$ cat config.mk
export PLATFORM = sky130hd
export DESIGN_NAME = barcode
export DESIGN_NICKNAME = d
export VERILOG_FILES = /design/src/rtl/barcode.sv
export SDC_FILE = /design/constraint.sdc
export NUM_CORES = 1
export LEC_CHECK = 0
export ABC_AREA = 0
export BUFFER_PORTS_ARGS = -buffer_cell sky130_fd_sc_hd__buf_2
export CAP_MARGIN = 20
export CORE_ASPECT_RATIO = 1.4
export CORE_MARGIN = 3
export CORE_UTILIZATION = 55
export CTS_CLUSTER_SIZE = 10
export DETAILED_ROUTE_END_ITERATION = 6
export GPL_ROUTABILITY_DRIVEN = 0
export PLACE_DENSITY = 0.72
export SYNTH_ARGS = -nofsm -noshare
export SYNTH_HDL_FRONTEND = slang
export SYNTH_SLANG_ARGS = --single-unit
$ cat constraint.sdc
create_clock -name clk -period 4.62 [get_ports clk]
set_clock_uncertainty 0.05 [all_clocks]
set_input_delay 0.924 -clock clk [delete_from_list [all_inputs] [get_ports clk]]
set_output_delay 0.924 -clock clk [all_outputs]
set_load 0.05 [all_outputs]
$ cat src/rtl/barcode.sv
// rtl/barcode.sv - serial barcode station-ID receiver with self-timed bit sampling
module barcode #(
    parameter int CNT_W = 22
) (
    input  logic       clk,
    input  logic       rst_n,
    input  logic       BC,
    input  logic       clr_ID_vld,
    output logic [7:0] ID,
    output logic       ID_vld
);

    typedef enum logic [2:0] {
        IDLE,
        START,
        WAIT_FALL,
        BIT_CNT,
        CHECK
    } state_t;

    localparam logic [CNT_W-1:0] CNT_MAX = {CNT_W{1'b1}};

    state_t           state;
    logic             bc_meta;
    logic             sync;
    logic             prev_sync;
    logic             fall;
    logic [CNT_W-1:0] period_cnt;
    logic [CNT_W-1:0] bit_cnt;
    logic [3:0]       bit_idx;
    logic [7:0]       shift;

    // Flops reset high so a line idling high never looks like a start edge.
    always_ff @(posedge clk or negedge rst_n) begin
        if (!rst_n) begin
            bc_meta   <= 1'b1;
            sync      <= 1'b1;
            prev_sync <= 1'b1;
        end else begin
            bc_meta   <= BC;
            sync      <= bc_meta;
            prev_sync <= sync;
        end
    end

    assign fall = prev_sync & ~sync;

    always_ff @(posedge clk or negedge rst_n) begin
        if (!rst_n) begin
            state      <= IDLE;
            period_cnt <= '0;
            bit_cnt    <= '0;
            bit_idx    <= '0;
            shift      <= '0;
            ID         <= 8'h00;
            ID_vld     <= 1'b0;
        end else begin
            if (clr_ID_vld)
                ID_vld <= 1'b0;
            case (state)
                IDLE: begin
                    if (fall) begin
                        period_cnt <= '0;
                        state      <= START;
                    end
                end
                START: begin
                    if (!sync) begin
                        if (period_cnt != CNT_MAX)
                            period_cnt <= period_cnt + CNT_W'(1);
                    end else begin
                        // period_cnt now holds the half-bit reference for this frame
                        bit_idx <= '0;
                        state   <= WAIT_FALL;
                    end
                end
                WAIT_FALL: begin
                    if (fall) begin
                        bit_cnt <= '0;
                        state   <= BIT_CNT;
                    end
                end
                BIT_CNT: begin
                    bit_cnt <= bit_cnt + CNT_W'(1);
                    if (bit_cnt == period_cnt) begin
                        shift   <= {shift[6:0], sync};
                        bit_idx <= bit_idx + 4'd1;
                        state   <= (bit_idx == 4'd7) ? CHECK : WAIT_FALL;
                    end
                end
                CHECK: begin
                    // Acceptance overrides a same-cycle clear.
                    if (shift[7:6] == 2'b00) begin
                        ID     <= shift;
                        ID_vld <= 1'b1;
                    end
                    state <= IDLE;
                end
                default: state <= IDLE;
            endcase
        end
    end

endmodule

-- Word-level counts from Yosys, hierarchy flattened
Cells that the tools add are included.
- bits in registers: 71
- input bits: 4
- output and inout bits: 9
- word-level logic and storage cells: 56
- $add $sub $neg: 3
- eq/ne operators: 13
- muxes and demuxes: 17
- bitwise logic cells: 2
- reduce and logical (&&, ||, !) cells: 11
- operators with widths (operator ; count):
    case mux 22 bit (2 select lines) ; 2
    2-to-1 mux 22 bit ; 3
    adder 22 x 1 -> 22 bit, second input constant ; 2
    == test 22 bit ; 1
    inequality test 22 bit, second input constant ; 1
    2-to-1 mux 3 bit ; 5
    inequality test 2 bit, second input constant ; 6
    case mux 3 bit (4 select lines) ; 1
    2-to-1 mux 4 bit ; 2
    case mux 4 bit (2 select lines) ; 1
    AND reduction 4 bit ; 2
    == test 3 x 2 -> 1 bit, second input constant ; 2
    AND reduction 2 bit ; 3
    nonzero test 2 bit ; 3
    adder 4 x 1 -> 4 bit, second input constant ; 1
    == test 4 x 3 -> 1 bit, second input constant ; 1
    == test 3 x 1 -> 1 bit, second input constant ; 1
    == test 3 bit, second input constant ; 1
    logical NOT 3 bit ; 1
    2-to-1 mux 1 bit ; 3
    AND reduction 3 bit ; 1
    logical NOT 2 bit ; 1
    AND 1 bit ; 1
    NOT 1 bit ; 1

-- Logic depth before layout (Yosys ltp)
Gate-level depths: netlist of the first run.
- word-level depth: 4
- gate-level depth with buffers: 8
- mapped depth without buffers: 6

-- Worst setup path after synthesis of the first run
No wires, ideal clock.
- kind: register -> register
- start: register bit_cnt[9]
- end: register shift[0]
- library setup time: 0.125 ns
- data arrival time: 1.790 ns
- required time: 4.445 ns
- slack: 2.656 ns
- stages on the path, launching flop included: 7
- path buffers: 1
- period minus slack after synthesis: 1.964 ns
- cell sequence: dfrtp_1 -> clkbuf_1 -> xnor2_1 -> nand4_1 -> nor4_4 -> nand3_2 -> mux2_2
- word-level cells in the longest chain between the ends: 2
- RTL lines (element ; RTL line ; text):
    start: declaration ; 29 ; logic [CNT_W-1:0] bit_cnt;
    start signal: assignment ; 84 ; bit_cnt <= bit_cnt + CNT_W'(1);
    == test 22 bit ; 85 ; if (bit_cnt == period_cnt) begin
    AND reduction 2 bit (no line) ; -- ;
    end signal: assignment ; 86 ; shift <= {shift[6:0], sync};
    end: declaration ; 31 ; logic [7:0] shift;
Every way passes these cells.
A chain may end at the register's enable or synchronous reset.

-- Final worst setup path of the first run
- start: register state[2]
- end: register period_cnt[17]
- word-level cells in the longest chain between the ends: 3
- elaborated cells on any way between the ends: 8
- those cells by class: 4 x eq/ne; 1 x mux; 3 x reduce/logical
- RTL lines (element ; RTL line ; text):
    start: declaration ; 23 ; state_t state;
    start signal: assignment ; 88 ; state <= (bit_idx == 4'd7) ? CHECK : WAIT_FALL;
    == test 3 x 1 -> 1 bit / logical NOT 3 bit (equally long branches) ; 60 ; case (state)
    inequality test 2 bit (no line) / nonzero test 2 bit (equally long branches) ; -- ;
    AND reduction 4 bit (no line) ; -- ;
    end signal: assignment ; 70 ; period_cnt <= period_cnt + CNT_W'(1);
    end: declaration ; 28 ; logic [CNT_W-1:0] period_cnt;
Several ways; a longest one is shown, not always the timed one.

==> metrics.md, run 1 <==
| Metric | Value |
|---|---|
| Tightest Pin Transition | approximately 1 ns |
| CP Class | reg -> reg |
| Setup_tns | 0 ns |
| First-pass GRT wire length | between 10,000 and 15,000 microns |
| Routed WL per cell | ~16 microns |
| Core Area | 0.00666 sq mm |
| R2R Setup Slk | around 1.9 ns |
| Fmax | ~0.37 GHz |
| Mean post-synth cell area | ~9.5 sq um |
| Max Cap Violations | 0 |
| Area delta synth->final | 7.00% |
| Clock Sinks | a little over 70 |
| Clk pin slew, worst setup/hold paths | around 0.07 ns |
| Unrepaired setup endpoints after global routing | false |
| Cts bufs inserted | 9 |
| DP Cell Count | slightly below 500 |
| CP endpoint kind | flip-flop |
| Sequential share of the synthesized area | 46.6% |
| Nature of the critical path startpoint | flip-flop |
| CP arrival | around 2.9 ns |
| Slew Viols, Final | 0 |
| Tcrit/Tclk final | slightly below 60% |
| Final-stage net count | just over 400 |
| Worst EP required | between 4 and 5 ns |
| Ant. Diodes | 0 |
| Congestion Overflow GR | 0 |
| Boundary pin count | 13 |
| CP max FO | 19 |
| YS warnings | 0 |
| #FFs+latches synth | between 70 and 80 |
| Yosys top cell by area | dfrtp_1 |
| Pwr per Cell Area | 422 mW/mm^2 |
| Vias in the first global route | between 2,000 and 3,000 |
| Footprint of the multi-input gates | 0.00188 sq mm |
| Die width | approximately 76 microns |
| Hold-fix buffers, CTS | 0 |
| Vias per cell | ~6 |
| Worst hold path class | reg -> reg |
| Die ar. | about 0.008 sq mm |
| Min-Delay Path Depth | 0 |
| Syn nets | between 400 and 500 |
| Post-route ant nets | 0 |
| Post-synth EDFFs | 0 |
| Longest Clk Path Bufs | 2 |
| Die height | between 100 and 150 microns |
| Gr usage total | a little over a fifth |
| Fin crit period | 2.68 ns |
| Worst hold slack | roughly 0.31 ns |
| Max H-tree Level | 3 |
| Worst reg2reg path startpoint | state[2] |
| IO buf count | 12 |
| Setup Fix Bufs, Post-CTS | 0 |
| Initial Util | roughly 57% |
| Leading post-synthesis cells by cell area | dfrtp_1 45%, o21ai_0 7.3%, xnor2_1 5.0% |
| Hpwl dp | approximately 5700 microns |
| Synth top cells by count | 68 x dfrtp_1, 56 x o21ai_0, 34 x nand2_1 |
| Sequential Area | 0.00178 sq mm |
| Router iterations before antenna repair | 4 |
| Number of DRC markers in iteration 0 | 193 |
| Syn Inst Count | between 400 and 500 |
| Primary FF master, synth | dfrtp_1 |
| Final Hold Viols | 0 |
| RR Endpoint | period_cnt[17] |
| Ratio of cells with drive above 1 in the final layout | between 10% and 20% |
| Layout fillers | 570 |
| Vias | roughly 3,000 |
| LEAKAGE | 1.78 nW |
| Clock Latency Late Sink | around 0.34 ns |
| Antenna violations before repair | 0 |
| Yosys top cell area share | 44.5% |
| Hold Path End | sync |
| Final Power | 1.73 mW |
| Setup violators final | 0 |
| Routed wire length | 8120 microns |
| CTS root buffer | clkbuf_8 |
| Ys async rst share | 100% |
| CTS tree | built |
| Relative slew slack | roughly a third |
| Remaining DRCs | 0 |
| Status | finished clean |
| Reg2reg path depth | 5 |
| Critical Path Start | state[2] |
| Unique masters post-synth | 47 |
| Most common cell in the netlist | dfrtp_1 |
| Largest net degree at the start of global routing | 41 |
| Synth Cell Area | 0.00382 sq mm |
| Resize count post-CTS | 0 |
| Cell row count | 35 |
| Final cell count without fillers | 502 |
| Max VDD drop | around 0.37 mV |
| Hold_sp | bc_meta |
-- power by group --
group	switching, mW	internal [mW]
Clock	0.217	0.266
Sequential	0.0730	0.689
Combinational	0.286	0.196
-- area by class of cell --
class                           count  share of cell area [%]
Inverter                           11                    1.01
Multi-Input combinational cell    296                    45.9
Tap cell                           92                    2.81
Timing Repair Buffer               16                    2.20
Sequential cell                    71                    43.5
Clock inverter                      1                   0.734
Clock buffer                       15                    3.82
-- layout by cell type, fill, tap and decap left out, types with 11 or more instances in the layout --
cell type	n
inv_1	11
o31ai_1	11
buf_2	12
dfrtp_1	68
nand3_1	21
o21ai_0	55
a21oi_1	13
mux2_2	14
nand4_1	23
a31oi_1	14
nand2_1	34
nor2_1	22
xnor2_1	22
-- metrics by stage --
| step | util [%] | instance area (sq um) | setup slack (ns) |
|---|---|---|---|
| after floorplan | - | 3820 | 2.66 |
| after CTS | 61.5 | 4090 | 1.95 |
| after global routing | 61.5 | 4090 | 1.73 |
| after global placement | 58.7 | 3910 | 2.00 |
| final | 61.5 | 4090 | 1.94 |
| after detailed placement | 58.7 | 3910 | 1.98 |
-- per-layer routing --
layer	vias up	wire (microns)	global-route usage, %
li1	1480	-	-
met1	1508	3540	28.3
met2	73	4170	35.2
met3	11	276	3.71
met4	0	136	8.29
met5	-	0	0
-- worst max-delay path: stages (launching register included) --
cell and delay [ns]:
dfrtp_1 0.47, or3b_1 0.70, or2_4 0.36, a21oi_2 0.50, nand4_1 0.24, o31ai_1 0.25
-- sequential cells by signal, summed over array words and instances (netlist names) --
name,cells
shift,8
ID_vld,1
bit_idx,4
ID,8
sync,1
period_cnt,22
prev_sync,1
bc_meta,1
state,3
bit_cnt,22
-- cells by family (layout without fill, tap and decap cells) --
logic type      Yosys count  in the layout  synth area share, %
fa+ha+maj                 3              3                0.982
flops                    71             71                 46.6
compound gates          113            113                 17.6
mux                      18             18                 5.17
simple gates            140            140                 20.2
xor+xnor                 22             22                 5.04
buf+inv                  37             43                 4.45
-- worst max-delay path by stage --
| stage | slack, ns | to | cells after the start |
|---|---|---|---|
| 2_1_floorplan | 2.66 | shift[0] | 6 |
| 3_3_place_gp | 2.00 | period_cnt[17] | 5 |
| 3_5_place_dp | 1.98 | period_cnt[17] | 5 |
| 4_1_cts | 1.95 | period_cnt[17] | 5 |
| 5_1_grt | 1.73 | period_cnt[17] | 5 |
| 6_report | 1.94 | period_cnt[17] | 5 |
Note: power is estimated with default switching activity, not from simulation.
==> run 2: changes to the inputs <==
Settings changed: ABC_AREA 0 to 1, PLACE_DENSITY 0.72 to 0.75.
Clock period 4.62 ns to 2.34 ns, I/O delays scaled along.
==> metrics.md, run 2 <==
| Metric | Value |
|---|---|
| Most frequent cells in the layout | 199 x nand2_1, 68 x dfrtp_1, 68 x inv_1 |
| Tightest Pin Transition | 0.472 ns (-0.536 ns) |
| Boundary pin count | 13 (unchanged) |
| YS warnings | 0 (unchanged) |
| Sequential Area | 0.00178 sq mm (unchanged) |
| Antenna violations before repair | 0 (unchanged) |
| Routed WL per cell | 14.9 microns (-7.6%) |
| CP max FO | 17 (-2) |
| Remaining DRCs | 0 (unchanged) |
| CP arrival | 2.34 ns (-0.53 ns) |
| Router iterations before antenna repair | 6 (+2) |
| Biggest regs | bit_cnt (22), period_cnt (22) |
| Final Hold Viols | 0 (unchanged) |
| Initial Util | 57.2% (-0.25 points) |
| Setup violators final | 0 (unchanged) |
| Vias per cell | 5.46 (-11%) |
| Synth top cells by count | 199 x nand2_1, 68 x dfrtp_1, 68 x inv_1 |
| Footprint of the multi-input gates | 0.00209 sq mm (+11%) |
| First-pass GRT wire length | 17,500 microns (+25%) |
| Synth Cell Area | 0.00424 sq mm (+11%) |
| Fmax | 0.476 GHz (+28%) |
| LEAKAGE | 2.15 nW (+21%) |
| Unrepaired setup endpoints after global routing | false |
| Worst hold path class | in -> async |
| Tcrit/Tclk final | 89.7% (+32 points) |
| Ratio of cells with drive above 1 in the final layout | 12.4% (-0.98 points) |
| Gr usage total | 26.2% (+4.8 points) |
| Fin crit period | 2.10 ns (-0.582 ns) |
| Syn Inst Count | 590 (+46%) |
| Relative slew slack | 68.4% (+36 points) |
| Hold-fix buffers, CTS | 0 (unchanged) |
| Unique masters post-synth | 36 (-23%) |
| Worst EP required | 2.58 ns (-2.23 ns) |
| Setup Fix Bufs, Post-CTS | 0 (unchanged) |
| Clock Latency Late Sink | 0.36 ns (+0.02 ns) |
| Placed cell area | 0.00445 sq mm (+14%) |
| Most common cell after layout, fill and taps aside | nand2_1 |
| CP endpoint kind | flip-flop |
| Vias | 3,909 (+27%) |
| Number of DRC markers in iteration 0 | 331 (+72%) |
| CTS tree | built |
| CTS root buffer | clkbuf_8 |
| Cell row count | 37 (+5.7%) |
| Slew Viols, Final | 0 (unchanged) |
| Most common cell in the netlist | nand2_1 |
| Yosys top cell by area | dfrtp_1 |
| Cts bufs inserted | 9 (unchanged) |
| Mean post-synth cell area | 7.18 sq um (-24%) |
| Post-route ant nets | 0 (unchanged) |
| Status | finished clean |
| Die width | 80.2 microns (+4.8%) |
| Clk pin slew, worst setup/hold paths | 0.08 ns (about the same) |
| Ys async rst share | 100% (unchanged) |
| Yosys top cell area share | 40.2% (-4.3 points) |
| Core Area | 0.00741 sq mm (+11%) |
| Clock Sinks | 71 (unchanged) |
| Fin area | 0.00467 sq mm (+14%) |
| Max Cap Violations | 0 (unchanged) |
| Leading post-synthesis cells by cell area | dfrtp_1 40%, nand2_1 18%, inv_1 6.0% |
| Die ar. | 0.00881 sq mm (+10%) |
| Resize count post-CTS | 0 (unchanged) |
| Die height | 110 microns (+5.0%) |
| Largest net degree at the start of global routing | 72 (+76%) |
| #FFs+latches synth | 71 (unchanged) |
| Setup_tns | 0 ns (unchanged) |
| Syn nets | 597 (+45%) |
| Final core occ | 63.1% (+1.6 points) |
| IO buf count | 12 (unchanged) |
| Longest Clk Path Bufs | 2 (unchanged) |
| Post-synth EDFFs | 0 (unchanged) |
| Ant. Diodes | 0 (unchanged) |
| Vias in the first global route | 3,732 (+31%) |
| DP Cell Count | 700 (+44%) |
| CP Class | reg -> reg |
| Congestion Overflow GR | 0 (unchanged) |
| Final-stage net count | 621 (+51%) |
| Max VDD drop | 0.648 mV (+73%) |
| Pwr per Cell Area | 797 mW/mm^2 (+89%) |
| Routed wire length | 10,700 microns (+32%) |
| Sequential share of the synthesized area | 42.0% (-4.5 points) |
| Max H-tree Level | 3 (unchanged) |
| Layout fillers | 640 (+12%) |
| Nature of the critical path startpoint | flip-flop |
| Area delta synth->final | 10.3% |
| Final cell count without fillers | 716 (+43%) |
| Hpwl dp | 7870 microns (+38%) |
| Primary FF master, synth | dfrtp_1 |
| Final Power | 3.72 mW (+120%) |
## run 2: cell count changes in the layout (fill, tap and decap cells not counted), moves of 14 or more
cell	delta
nor2_1	+34
nand2_1	+165
nor3_1	+14
xor2_1	+16
o21ai_0	-24
mux2_2	-14
inv_1	+57
xnor2_1	-21
## run 2: cell families (layout without fill, tap and decap cells)
family	Yosys count	count (layout)	share of synthesized area [%]
buf+inv	85	114	8.74
compound gates	80	80	11.2
xor+xnor	17	17	3.51
flops	71	71	42.0
fa+ha+maj	3	3	0.886
simple gates	334	334	33.6
## run 2: critical path: stages, from the launching register on
cell      delay, ns
dfrtp_1        0.43
ha_1           0.28
nand2_2        0.10
nor2_2         0.13
nand2_2        0.10
clkinv_2       0.07
nand3_2        0.07
o21ai_2        0.14
nand2_2        0.10
nand2_4        0.22
buf_12         0.19
nand2_1        0.07
o21ai_2        0.06
## run 2: power breakdown
| part | internal, mW | switching [mW] | total [mW] |
|---|---|---|---|
| clock network | 0.637 | 0.471 | 1.11 |
| logic | 0.360 | 0.806 | 1.17 |
| registers | 1.34 | 0.106 | 1.45 |
| total | 2.34 | 1.38 | 3.72 |
## run 2: layer usage
layer	track usage, %	up-vias	share of wire (%)
met5	0	-	0
met4	15.8	0	5.3
met3	5.16	43	4.8
met2	44.1	129	50
met1	30.5	1802	40
li1	-	1935	-
## run 2: final timing paths
check,from,endpoint,slack [ns],cells past startpoint
min reg2reg,bc_meta,sync,0.31,0
max,period_cnt[1],period_cnt[10],0.24,12
min in group clk,BC,bc_meta,0.15,1
max reg2reg,period_cnt[1],period_cnt[10],0.24,12
min,rst_n,bit_cnt[6],0.05,2
max in group asynchronous,rst_n,ID[0],1.84,2
## run 2: cell type report
class | instances | area share, %
Clock inverter | 2 | 0.750
Clock buffer | 14 | 4.12
Inverter | 73 | 5.89
Sequential cell | 71 | 38.1
Timing Repair Buffer | 25 | 3.91
Multi-Input combinational cell | 434 | 44.6
Tap cell | 97 | 2.60
## run 2: per-stage QoR
| step | setup slack, ns | hold WS [ns] |
|---|---|---|
| 2_1_floorplan | 0.569 | 0.122 |
| 3_3_place_gp | 0.379 | 0.300 |
| 3_5_place_dp | 0.296 | 0.298 |
| 4_1_cts | 0.263 | 0.0988 |
| 5_1_grt | 0.0659 | 0.0706 |
| 6_report | 0.240 | 0.0548 |
